<file path="src/rtl/id_ex_pipe_reg_if.sv">
// ID/EX boundary bundle: decode-side inputs and the registered EX-side view,
// plus the hazard stall and bubble statistics.
interface id_ex_pipe_reg_if #(
  parameter int XLEN   = 32,
  parameter int REG_AW = 5,
  parameter int CNT_W  = 16
);
  logic              i_valid;
  logic              i_flush;
  logic              i_reg_write;
  logic [1:0]        i_result_src;
  logic              i_mem_write;
  logic [2:0]        i_alu_ctl;
  logic              i_alu_src_opb;
  logic              i_branch;
  logic              i_jump;
  logic [REG_AW-1:0] i_rs1_addr;
  logic [REG_AW-1:0] i_rs2_addr;
  logic [REG_AW-1:0] i_rd_addr;
  logic [XLEN-1:0]   i_rs1_data;
  logic [XLEN-1:0]   i_rs2_data;
  logic [XLEN-1:0]   i_imm_ext;
  logic [XLEN-1:0]   i_pc;
  logic [XLEN-1:0]   i_pc_plus4;

  logic              o_valid;
  logic              o_reg_write;
  logic [1:0]        o_result_src;
  logic              o_mem_write;
  logic [2:0]        o_alu_ctl;
  logic              o_alu_src_opb;
  logic              o_branch;
  logic              o_jump;
  logic [REG_AW-1:0] o_rs1_addr;
  logic [REG_AW-1:0] o_rs2_addr;
  logic [REG_AW-1:0] o_rd_addr;
  logic [XLEN-1:0]   o_rs1_data;
  logic [XLEN-1:0]   o_rs2_data;
  logic [XLEN-1:0]   o_imm_ext;
  logic [XLEN-1:0]   o_pc;
  logic [XLEN-1:0]   o_pc_plus4;
  logic              o_stall;
  logic [CNT_W-1:0]  o_stall_cnt;
  logic [CNT_W-1:0]  o_flush_cnt;

  // Decode stage side: presents the instruction and reacts to the stall.
  modport master (
    output i_valid, i_flush, i_reg_write, i_result_src, i_mem_write, i_alu_ctl,
           i_alu_src_opb, i_branch, i_jump, i_rs1_addr, i_rs2_addr, i_rd_addr,
           i_rs1_data, i_rs2_data, i_imm_ext, i_pc, i_pc_plus4,
    input  o_valid, o_reg_write, o_result_src, o_mem_write, o_alu_ctl,
           o_alu_src_opb, o_branch, o_jump, o_rs1_addr, o_rs2_addr, o_rd_addr,
           o_rs1_data, o_rs2_data, o_imm_ext, o_pc, o_pc_plus4,
           o_stall, o_stall_cnt, o_flush_cnt
  );

  // Pipeline register side.
  modport slave (
    input  i_valid, i_flush, i_reg_write, i_result_src, i_mem_write, i_alu_ctl,
           i_alu_src_opb, i_branch, i_jump, i_rs1_addr, i_rs2_addr, i_rd_addr,
           i_rs1_data, i_rs2_data, i_imm_ext, i_pc, i_pc_plus4,
    output o_valid, o_reg_write, o_result_src, o_mem_write, o_alu_ctl,
           o_alu_src_opb, o_branch, o_jump, o_rs1_addr, o_rs2_addr, o_rd_addr,
           o_rs1_data, o_rs2_data, o_imm_ext, o_pc, o_pc_plus4,
           o_stall, o_stall_cnt, o_flush_cnt
  );
endinterface

</file>
<file path="src/rtl/id_ex_pipe_reg.sv">
// ID/EX pipeline register with load-use hazard detection, flush/stall
// bubble insertion and saturating bubble counters.
module id_ex_pipe_reg #(
  parameter int XLEN   = 32,
  parameter int REG_AW = 5,
  parameter int CNT_W  = 16
) (
  input logic         i_clk,
  input logic         i_rst_n,
  id_ex_pipe_reg_if.slave bus
);

  localparam logic [1:0] RES_MEM = 2'b01;

  typedef struct packed {
    logic              reg_write;
    logic [1:0]        result_src;
    logic              mem_write;
    logic [2:0]        alu_ctl;
    logic              alu_src_opb;
    logic              branch;
    logic              jump;
    logic [REG_AW-1:0] rs1_addr;
    logic [REG_AW-1:0] rs2_addr;
    logic [REG_AW-1:0] rd_addr;
    logic [XLEN-1:0]   rs1_data;
    logic [XLEN-1:0]   rs2_data;
    logic [XLEN-1:0]   imm_ext;
    logic [XLEN-1:0]   pc;
    logic [XLEN-1:0]   pc_plus4;
  } ex_pkt_t;

  ex_pkt_t          id_pkt;
  ex_pkt_t          ex_d,        ex_q;
  logic             valid_d,     valid_q;
  logic [CNT_W-1:0] stall_cnt_d, stall_cnt_q;
  logic [CNT_W-1:0] flush_cnt_d, flush_cnt_q;
  logic             ex_is_load;
  logic             rd_match;
  logic             stall;

  function automatic logic [CNT_W-1:0] sat_inc(input logic [CNT_W-1:0] v);
    return (v == '1) ? v : v + CNT_W'(1);
  endfunction

  always_comb begin
    id_pkt = '{
      reg_write:   bus.i_reg_write,
      result_src:  bus.i_result_src,
      mem_write:   bus.i_mem_write,
      alu_ctl:     bus.i_alu_ctl,
      alu_src_opb: bus.i_alu_src_opb,
      branch:      bus.i_branch,
      jump:        bus.i_jump,
      rs1_addr:    bus.i_rs1_addr,
      rs2_addr:    bus.i_rs2_addr,
      rd_addr:     bus.i_rd_addr,
      rs1_data:    bus.i_rs1_data,
      rs2_data:    bus.i_rs2_data,
      imm_ext:     bus.i_imm_ext,
      pc:          bus.i_pc,
      pc_plus4:    bus.i_pc_plus4
    };
  end

  // rs2 is compared even for I-type sources: a spurious stall costs one
  // cycle, a missed one corrupts data.
  assign ex_is_load = valid_q & ex_q.reg_write & (ex_q.result_src == RES_MEM)
                    & (ex_q.rd_addr != '0);
  assign rd_match   = (ex_q.rd_addr == bus.i_rs1_addr)
                    | (ex_q.rd_addr == bus.i_rs2_addr);
  assign stall      = bus.i_valid & ex_is_load & rd_match;

  // NOTE: every always_comb output gets a default first, so no path leaves
  // a variable unassigned and no latch is inferred.
  always_comb begin
    ex_d        = id_pkt;
    valid_d     = bus.i_valid;
    stall_cnt_d = stall_cnt_q;
    flush_cnt_d = flush_cnt_q;
    if (bus.i_flush) begin
      ex_d        = '0;
      valid_d     = 1'b0;
      flush_cnt_d = sat_inc(flush_cnt_q);
    end else if (stall) begin
      ex_d        = '0;
      valid_d     = 1'b0;
      stall_cnt_d = sat_inc(stall_cnt_q);
    end
  end

  // NOTE: reset is sampled synchronously here, and state uses non-blocking
  // assignments so every register sees pre-edge values of the others.
  always_ff @(posedge i_clk) begin
    if (!i_rst_n) begin
      ex_q        <= '0;
      valid_q     <= 1'b0;
      stall_cnt_q <= '0;
      flush_cnt_q <= '0;
    end else begin
      ex_q        <= ex_d;
      valid_q     <= valid_d;
      stall_cnt_q <= stall_cnt_d;
      flush_cnt_q <= flush_cnt_d;
    end
  end

  assign bus.o_valid       = valid_q;
  assign bus.o_reg_write   = ex_q.reg_write;
  assign bus.o_result_src  = ex_q.result_src;
  assign bus.o_mem_write   = ex_q.mem_write;
  assign bus.o_alu_ctl     = ex_q.alu_ctl;
  assign bus.o_alu_src_opb = ex_q.alu_src_opb;
  assign bus.o_branch      = ex_q.branch;
  assign bus.o_jump        = ex_q.jump;
  assign bus.o_rs1_addr    = ex_q.rs1_addr;
  assign bus.o_rs2_addr    = ex_q.rs2_addr;
  assign bus.o_rd_addr     = ex_q.rd_addr;
  assign bus.o_rs1_data    = ex_q.rs1_data;
  assign bus.o_rs2_data    = ex_q.rs2_data;
  assign bus.o_imm_ext     = ex_q.imm_ext;
  assign bus.o_pc          = ex_q.pc;
  assign bus.o_pc_plus4    = ex_q.pc_plus4;
  assign bus.o_stall       = stall;
  assign bus.o_stall_cnt   = stall_cnt_q;
  assign bus.o_flush_cnt   = flush_cnt_q;

endmodule

</file>
<file path="src/flat_wrapper.sv">
// flat-port wrapper written by rule: the top's interface ports become plain ports
module id_ex_pipe_reg_flat 
#(
  parameter int XLEN   = 32,
  parameter int REG_AW = 5,
  parameter int CNT_W  = 16
)
  (i_clk, i_rst_n, bus_i_valid, bus_i_flush, bus_i_reg_write, bus_i_result_src, bus_i_mem_write, bus_i_alu_ctl, bus_i_alu_src_opb, bus_i_branch, bus_i_jump, bus_i_rs1_addr, bus_i_rs2_addr, bus_i_rd_addr, bus_i_rs1_data, bus_i_rs2_data, bus_i_imm_ext, bus_i_pc, bus_i_pc_plus4, bus_o_valid, bus_o_reg_write, bus_o_result_src, bus_o_mem_write, bus_o_alu_ctl, bus_o_alu_src_opb, bus_o_branch, bus_o_jump, bus_o_rs1_addr, bus_o_rs2_addr, bus_o_rd_addr, bus_o_rs1_data, bus_o_rs2_data, bus_o_imm_ext, bus_o_pc, bus_o_pc_plus4, bus_o_stall, bus_o_stall_cnt, bus_o_flush_cnt);
  id_ex_pipe_reg_if #(.XLEN(XLEN), .REG_AW(REG_AW), .CNT_W(CNT_W)) bus_i ();
  input logic i_clk;
  input logic i_rst_n;
  input wire logic [$bits(bus_i.i_valid)-1:0] bus_i_valid;
  input wire logic [$bits(bus_i.i_flush)-1:0] bus_i_flush;
  input wire logic [$bits(bus_i.i_reg_write)-1:0] bus_i_reg_write;
  input wire logic [$bits(bus_i.i_result_src)-1:0] bus_i_result_src;
  input wire logic [$bits(bus_i.i_mem_write)-1:0] bus_i_mem_write;
  input wire logic [$bits(bus_i.i_alu_ctl)-1:0] bus_i_alu_ctl;
  input wire logic [$bits(bus_i.i_alu_src_opb)-1:0] bus_i_alu_src_opb;
  input wire logic [$bits(bus_i.i_branch)-1:0] bus_i_branch;
  input wire logic [$bits(bus_i.i_jump)-1:0] bus_i_jump;
  input wire logic [$bits(bus_i.i_rs1_addr)-1:0] bus_i_rs1_addr;
  input wire logic [$bits(bus_i.i_rs2_addr)-1:0] bus_i_rs2_addr;
  input wire logic [$bits(bus_i.i_rd_addr)-1:0] bus_i_rd_addr;
  input wire logic [$bits(bus_i.i_rs1_data)-1:0] bus_i_rs1_data;
  input wire logic [$bits(bus_i.i_rs2_data)-1:0] bus_i_rs2_data;
  input wire logic [$bits(bus_i.i_imm_ext)-1:0] bus_i_imm_ext;
  input wire logic [$bits(bus_i.i_pc)-1:0] bus_i_pc;
  input wire logic [$bits(bus_i.i_pc_plus4)-1:0] bus_i_pc_plus4;
  output wire logic [$bits(bus_i.o_valid)-1:0] bus_o_valid;
  output wire logic [$bits(bus_i.o_reg_write)-1:0] bus_o_reg_write;
  output wire logic [$bits(bus_i.o_result_src)-1:0] bus_o_result_src;
  output wire logic [$bits(bus_i.o_mem_write)-1:0] bus_o_mem_write;
  output wire logic [$bits(bus_i.o_alu_ctl)-1:0] bus_o_alu_ctl;
  output wire logic [$bits(bus_i.o_alu_src_opb)-1:0] bus_o_alu_src_opb;
  output wire logic [$bits(bus_i.o_branch)-1:0] bus_o_branch;
  output wire logic [$bits(bus_i.o_jump)-1:0] bus_o_jump;
  output wire logic [$bits(bus_i.o_rs1_addr)-1:0] bus_o_rs1_addr;
  output wire logic [$bits(bus_i.o_rs2_addr)-1:0] bus_o_rs2_addr;
  output wire logic [$bits(bus_i.o_rd_addr)-1:0] bus_o_rd_addr;
  output wire logic [$bits(bus_i.o_rs1_data)-1:0] bus_o_rs1_data;
  output wire logic [$bits(bus_i.o_rs2_data)-1:0] bus_o_rs2_data;
  output wire logic [$bits(bus_i.o_imm_ext)-1:0] bus_o_imm_ext;
  output wire logic [$bits(bus_i.o_pc)-1:0] bus_o_pc;
  output wire logic [$bits(bus_i.o_pc_plus4)-1:0] bus_o_pc_plus4;
  output wire logic [$bits(bus_i.o_stall)-1:0] bus_o_stall;
  output wire logic [$bits(bus_i.o_stall_cnt)-1:0] bus_o_stall_cnt;
  output wire logic [$bits(bus_i.o_flush_cnt)-1:0] bus_o_flush_cnt;
  assign bus_i.i_valid = bus_i_valid;
  assign bus_i.i_flush = bus_i_flush;
  assign bus_i.i_reg_write = bus_i_reg_write;
  assign bus_i.i_result_src = bus_i_result_src;
  assign bus_i.i_mem_write = bus_i_mem_write;
  assign bus_i.i_alu_ctl = bus_i_alu_ctl;
  assign bus_i.i_alu_src_opb = bus_i_alu_src_opb;
  assign bus_i.i_branch = bus_i_branch;
  assign bus_i.i_jump = bus_i_jump;
  assign bus_i.i_rs1_addr = bus_i_rs1_addr;
  assign bus_i.i_rs2_addr = bus_i_rs2_addr;
  assign bus_i.i_rd_addr = bus_i_rd_addr;
  assign bus_i.i_rs1_data = bus_i_rs1_data;
  assign bus_i.i_rs2_data = bus_i_rs2_data;
  assign bus_i.i_imm_ext = bus_i_imm_ext;
  assign bus_i.i_pc = bus_i_pc;
  assign bus_i.i_pc_plus4 = bus_i_pc_plus4;
  assign bus_o_valid = bus_i.o_valid;
  assign bus_o_reg_write = bus_i.o_reg_write;
  assign bus_o_result_src = bus_i.o_result_src;
  assign bus_o_mem_write = bus_i.o_mem_write;
  assign bus_o_alu_ctl = bus_i.o_alu_ctl;
  assign bus_o_alu_src_opb = bus_i.o_alu_src_opb;
  assign bus_o_branch = bus_i.o_branch;
  assign bus_o_jump = bus_i.o_jump;
  assign bus_o_rs1_addr = bus_i.o_rs1_addr;
  assign bus_o_rs2_addr = bus_i.o_rs2_addr;
  assign bus_o_rd_addr = bus_i.o_rd_addr;
  assign bus_o_rs1_data = bus_i.o_rs1_data;
  assign bus_o_rs2_data = bus_i.o_rs2_data;
  assign bus_o_imm_ext = bus_i.o_imm_ext;
  assign bus_o_pc = bus_i.o_pc;
  assign bus_o_pc_plus4 = bus_i.o_pc_plus4;
  assign bus_o_stall = bus_i.o_stall;
  assign bus_o_stall_cnt = bus_i.o_stall_cnt;
  assign bus_o_flush_cnt = bus_i.o_flush_cnt;
  id_ex_pipe_reg #(.XLEN(XLEN), .REG_AW(REG_AW), .CNT_W(CNT_W)) u_core (.i_clk(i_clk), .i_rst_n(i_rst_n), .bus(bus_i));
endmodule
</file>
<file path="config.mk">
export PLATFORM = sky130hd
export DESIGN_NAME = id_ex_pipe_reg_flat
export DESIGN_NICKNAME = d
export VERILOG_FILES = /design/src/rtl/id_ex_pipe_reg_if.sv /design/src/rtl/id_ex_pipe_reg.sv /design/src/flat_wrapper.sv
export SDC_FILE = /design/constraint.sdc
export NUM_CORES = 1
export LEC_CHECK = 0
export BUFFER_PORTS_ARGS = -buffer_cell sky130_fd_sc_hd__buf_2
export CAP_MARGIN = 20
export CELL_PAD_IN_SITES_DETAIL_PLACEMENT = 1
export CELL_PAD_IN_SITES_GLOBAL_PLACEMENT = 1
export CORE_AREA = 2 2 159 161
export DETAILED_ROUTE_END_ITERATION = 10
export DIE_AREA = 0 0 161 163
export GPL_TIMING_DRIVEN = 0
export PLACE_DENSITY = 0.74
export SETUP_SLACK_MARGIN = 0.02
export SYNTH_ARGS = -nofsm -noshare
export SYNTH_HDL_FRONTEND = slang
export SYNTH_SLANG_ARGS = --single-unit
</file>
<file path="constraint.sdc">
create_clock -name i_clk -period 2.13 [get_ports i_clk]
set_clock_uncertainty 0.05 [all_clocks]
set_input_delay 0.3195 -clock i_clk [delete_from_list [all_inputs] [get_ports i_clk]]
set_output_delay 0.3195 -clock i_clk [all_outputs]
set_load 0.02 [all_outputs]
</file>
## Yosys cells after proc, flatten, opt, wreduce, memory -nomap -nowiden

Index checks and enable logic that the tools add are counted.

- Bits of input ports: 189
- Register bits after elaboration: 218
- Word-level logic and storage cells: 39

- Reduce and logical (&&, ||, !) cells: 4
- Add/sub/neg operators: 2
- Bitwise operators: 10
- Eq/ne operators: 5

Operators with widths:

| cell | count |
|---|---|
| 16-bit by 1-bit adder with 16-bit output (second input constant) | 2 |
| 16-bit == test (second input constant) | 2 |
| 5-bit == test | 2 |
| 1-bit AND | 5 |
| 5-bit nonzero test | 1 |
| 1-bit inverter | 4 |
| 3-bit AND reduction | 1 |
| 3-bit OR reduction | 1 |
| 2-bit by 1-bit == test with 1-bit output (second input constant) | 1 |
| 2-bit AND reduction | 1 |
| 1-bit OR | 1 |

## Depth between registers and ports, before layout

- Word-level depth: 6
- Gate-level depth with buffers: 9

## Worst setup path before layout

OpenSTA, ideal clock, no wires.

- Kind: reg-to-reg
- Start point: register u_core.stall_cnt_q[0], in the netlist u_core.bus.o_stall_cnt[0]
- End point: register u_core.stall_cnt_q[1], in the netlist u_core.bus.o_stall_cnt[1]
- Arrival: 1.881 ns
- Stages on the path, launching flop included: 10
- Setup slack: 0.072 ns
- Clock period less this slack: 2.058 ns
- Path buffers: 2
- Cell sequence: dfxtp_1 > ha_1 > nand4_1 > nor4_1 > nor3_2 > nand2_2 > buf_6 > buf_2 > mux2i_1 > nor2_1

- Cells in the longest elaborated chain, start to end: 3
- Elaborated cells on any way between the ends: 4
- Those cells by class: add/sub: 1; eq/ne: 1; bitwise: 1; reduce/logical: 1

RTL lines:

| element | line | source |
|---|---|---|
| start: declaration | id_ex_pipe_reg.sv:36 | `logic [CNT_W-1:0] stall_cnt_d, stall_cnt_q;` |
| start signal: assignment | id_ex_pipe_reg.sv:103 | `stall_cnt_q <= stall_cnt_d;` |
| parallel branches: the longest is 3 deep, another holds 16-bit by 1-bit adder with 16-bit output | -- |  |

Parallel ways; which one is timed is not known.
A chain may end at the register's enable or synchronous reset.

## Worst setup path after layout

- Start point: register u_core.ex_q (netlist bit u_core.bus.o_result_src[1])
- End point: register u_core.stall_cnt_q[15], in the netlist u_core.bus.o_stall_cnt[15]

- Cells in the longest elaborated chain, start to end: 6

RTL lines:

| element | line | source |
|---|---|---|
| start: declaration | id_ex_pipe_reg.sv:34 | `ex_pkt_t ex_d, ex_q;` |
| start signal: assignment | id_ex_pipe_reg.sv:96 | `ex_q <= '0;` |
| start signal: assignment | id_ex_pipe_reg.sv:101 | `ex_q <= ex_d;` |
| 2-bit by 1-bit == test with 1-bit output | id_ex_pipe_reg.sv:68 | `assign ex_is_load = valid_q & ex_q.reg_write & (ex_q.result_src == RES_MEM)` |
| 1-bit AND | id_ex_pipe_reg.sv:68 |  |
| 1-bit AND | id_ex_pipe_reg.sv:69 | `& (ex_q.rd_addr != '0);` |
| 1-bit AND (2 in a row) | id_ex_pipe_reg.sv:72 | `assign stall = bus.i_valid & ex_is_load & rd_match;` |
| 3-bit AND reduction (no source line) | -- |  |

No other way between the ends.

==> metrics <==
Peak supply drop 0.639 mV; IO Count 408; worst-path fanout max 6; max cap viols 0; largest cells by area after synthesis dfxtp_1 66%, and2_1 18%, xnor2_1 2.1%, xor2_1 1.5%, buf_2 1.3%; initial core utilization 0.269; vias in the first global route 7472; Mapped Avg Cell Area 11.3 µm²; largest net degree at the start of global routing 14; flop-to-flop setup slack 0.05 ns; H-Tree Depth 1; FF-to-FF End u_core.bus.o_stall_cnt[15]$_SDFFE_PN0P_; synth-to-layout area growth 83.7%; worst slew pin tran about 0.48 ns; core area 24700 µm²; WP buf/inv 2; IO buf count 406; # DRC 0; setup violators final 0; drt total wl 29900 µm; Fin Hold WS 0.0209 ns; remaining global-route overflow 0; async set-reset flop share out of synthesis 0; Critical R2R Launch u_core.bus.o_result_src[1]$_SDFF_PP0_; gpl congestion 0.787; share of layout cells above drive strength 1 0.416; CTS tree done; filler instances 2800; most common library cells after synthesis 218 x dfxtp_1, 189 x and2_1, 21 x nor2_1; CP startpoint u_core.bus.o_result_src[1]$_SDFF_PP0_; Via-to-Cell Ratio 4.26; final number of hold-violating endpoints 0; Stages on worst setup path 8; Top cell by count, worst path buf_6; Die H 163 µm; clk sinks 218; syn nets 776; clk_lat worst skew 0.52 ns; CP max stage cell or4_1; most common cell in the netlist dfxtp_1; row count 58; dominant synthesized flop cell dfxtp_1; post-synth cell types 38; area of the die 26200 µm²; number of flops mapped to enable cells by yosys 0; fin crit period 2.08 ns; HPWL Detailed about 18000 µm; CTS clk-pin slew, worst paths 0.06 ns; first-pass iteration count of the detailed router 6; Chip Width approximately 160 µm; DRT antenna net count 0; R2R depth 8; Power Dens Cells 841 nW/µm²; Cells after Synth 585; CP peak stage delay 0.47 ns; GR Util All Layers 0.215; post-synth top area cell dfxtp_1; RSZ-0062 raised after global routing yes; Seq cells post-synth 218; worst setup path endpoint u_core.bus.o_stall_cnt[15]$_SDFFE_PN0P_; initial antenna violation count 5; Max Slew Vio Count 0; setup tns final 0 ns; Clock Tree Buf Depth 3; Hold Path Origin bus_i_pc[12]; Post-Syn Area ~6600 µm²; Setup crit end kind flip-flop; Detailed Route Iter0 Violations 214; fmax a little under 0.5 GHz; HP Class in -> reg; total vias in the final route 6654; Routed WL per cell 19.2 µm; LEAKAGE 0.00596 µW; status finished, final reports clean; Syn. warnings 0; Worst Setup Start Kind flip-flop; total CTS buffers 24; headroom to the max-slew limit 0.678; final layout net count 1400; global-route wire length before repair ~43000 µm; CP arrival 2.47 ns; sequential element share of the synthesized area 0.659; worst-path cell chain nand3b_1 > a211o_1 > buf_6 > nor3_4 > nand2_4 > buf_6 > or4_1 > a21oi_1; top cell type's share of synthesized area 0.659; worst path required time 2.52 ns; Top delay family on crit path simple AND/OR/NAND/NOR gates; Setup CP Type reg -> reg; post-route clock period utilization 0.974; root buffer cell clkbuf_16
## placed cells by master (no fill, tap or decap), types with 9 or more instances in the layout
cell type	count
buf_2	411
dfxtp_1	211
and2_1	188
dlygate4sd3_1	180
clkbuf_16	26
nor2_1	20
nand2_1	17
nand3_1	13
buf_4	11
xor2_1	11
buf_6	10
a21oi_1	9
## routing by layer
layer | GRT usage | vias to the layer above | share of wire
met4 | 0.106 | 0 | 0.047
li1 | - | 3119 | -
met1 | 0.217 | 3147 | 0.35
met3 | 0.0721 | 84 | 0.077
met2 | 0.397 | 304 | 0.52
met5 | 0 | - | 0
## sequential cells by signal, summed over array words and instances, names as in the netlist, 2 cells and up
name	flops
u_core.bus.o_rs2_data	32
u_core.bus.o_stall_cnt	16
u_core.bus.o_pc_plus4	32
u_core.bus.o_rs1_addr	5
u_core.bus.o_rd_addr	5
u_core.bus.o_flush_cnt	16
u_core.bus.o_alu_ctl	3
u_core.bus.o_result_src	2
u_core.bus.o_rs1_data	32
u_core.bus.o_pc	32
u_core.bus.o_rs2_addr	5
u_core.bus.o_imm_ext	32
## area by class of cell
cell class | instances | area, µm² | area share
multi-input cells | 338 | 2270 | 0.186
clock buffers | 35 | 733 | 0.0602
well taps | 330 | 413 | 0.0339
flip-flops and latches | 218 | 4390 | 0.360
plain buffers | 25 | 183 | 0.0150
clock inverters | 9 | 201 | 0.0165
inverters | 4 | 15.0 | 0.00123
repair buffers | 598 | 3960 | 0.325
diodes | 5 | 12.5 | 0.00103
## how the worst min path moves through the flow
stage                                         endpoint  slack [ns]  depth (start not counted)
3_3_place_gp   u_core.bus.o_stall_cnt[14]$_SDFFE_PN0P_        0.44                          2
6_report                u_core.bus.o_pc[12]$_SDFF_PP0_        0.02                          2
4_1_cts                 u_core.bus.o_pc[12]$_SDFF_PP0_      0.0006                          2
3_5_place_dp   u_core.bus.o_stall_cnt[15]$_SDFFE_PN0P_        0.46                          2
5_1_grt            u_core.bus.o_pc_plus4[2]$_SDFF_PP0_        0.02                          2
2_1_floorplan       u_core.bus.o_alu_ctl[0]$_SDFF_PP0_        0.39                          1
## report_power, final
part / internal [µW] / leakage [µW] / switching [µW]
Combinational: 557 / 0.00371 / 528
Clock: 3110 / 0.000455 / 1770
Sequential: 4220 / 0.00179 / 57.8
## metrics by stage
stage / setup WS [ns] / cell area, µm² / power, µW / cells / utilization
floorplan: 0.0718 / 6630 / 4710 / 585 / -
global placement: -0.616 / 9070 / 5080 / 1321 / 0.368
detailed placement: -0.529 / 9070 / 5100 / 1321 / 0.368
CTS: 0.00371 / 11900 / 10200 / 1548 / 0.482
global route: -0.0284 / 12200 / 10600 / 1561 / 0.493
finish: 0.0546 / 12200 / 10200 / 1562 / 0.493
## worst reg2reg max path, delay by kind of cell (launching register included)
kind	cells	cell delay [ns]
AND/OR/NAND/NOR	4	0.95
flip-flops	1	0.31
buffers and inverters	2	0.27
AO/OA/AOI/OAI	2	0.42
## cell families after synthesis
kind of cell	share of synthesized area
adder cells (fa/ha/maj)	0.00378
multiplexers	0.00453
AO/OA/AOI/OAI	0.0270
AND/OR/NAND/NOR	0.250
XOR/XNOR	0.0357
buffers and inverters	0.0208
flip-flops	0.659
## repair_timing
item	in CTS	in global routing
endpoints found under the setup margin	191	185
gates resized for setup	22	44
cloned	0	2
hold buffers	180	0
pin swaps	4	20
buffers inserted	3	9
hold endpoints to repair	180	0
(Power assumes the default switching activity.)
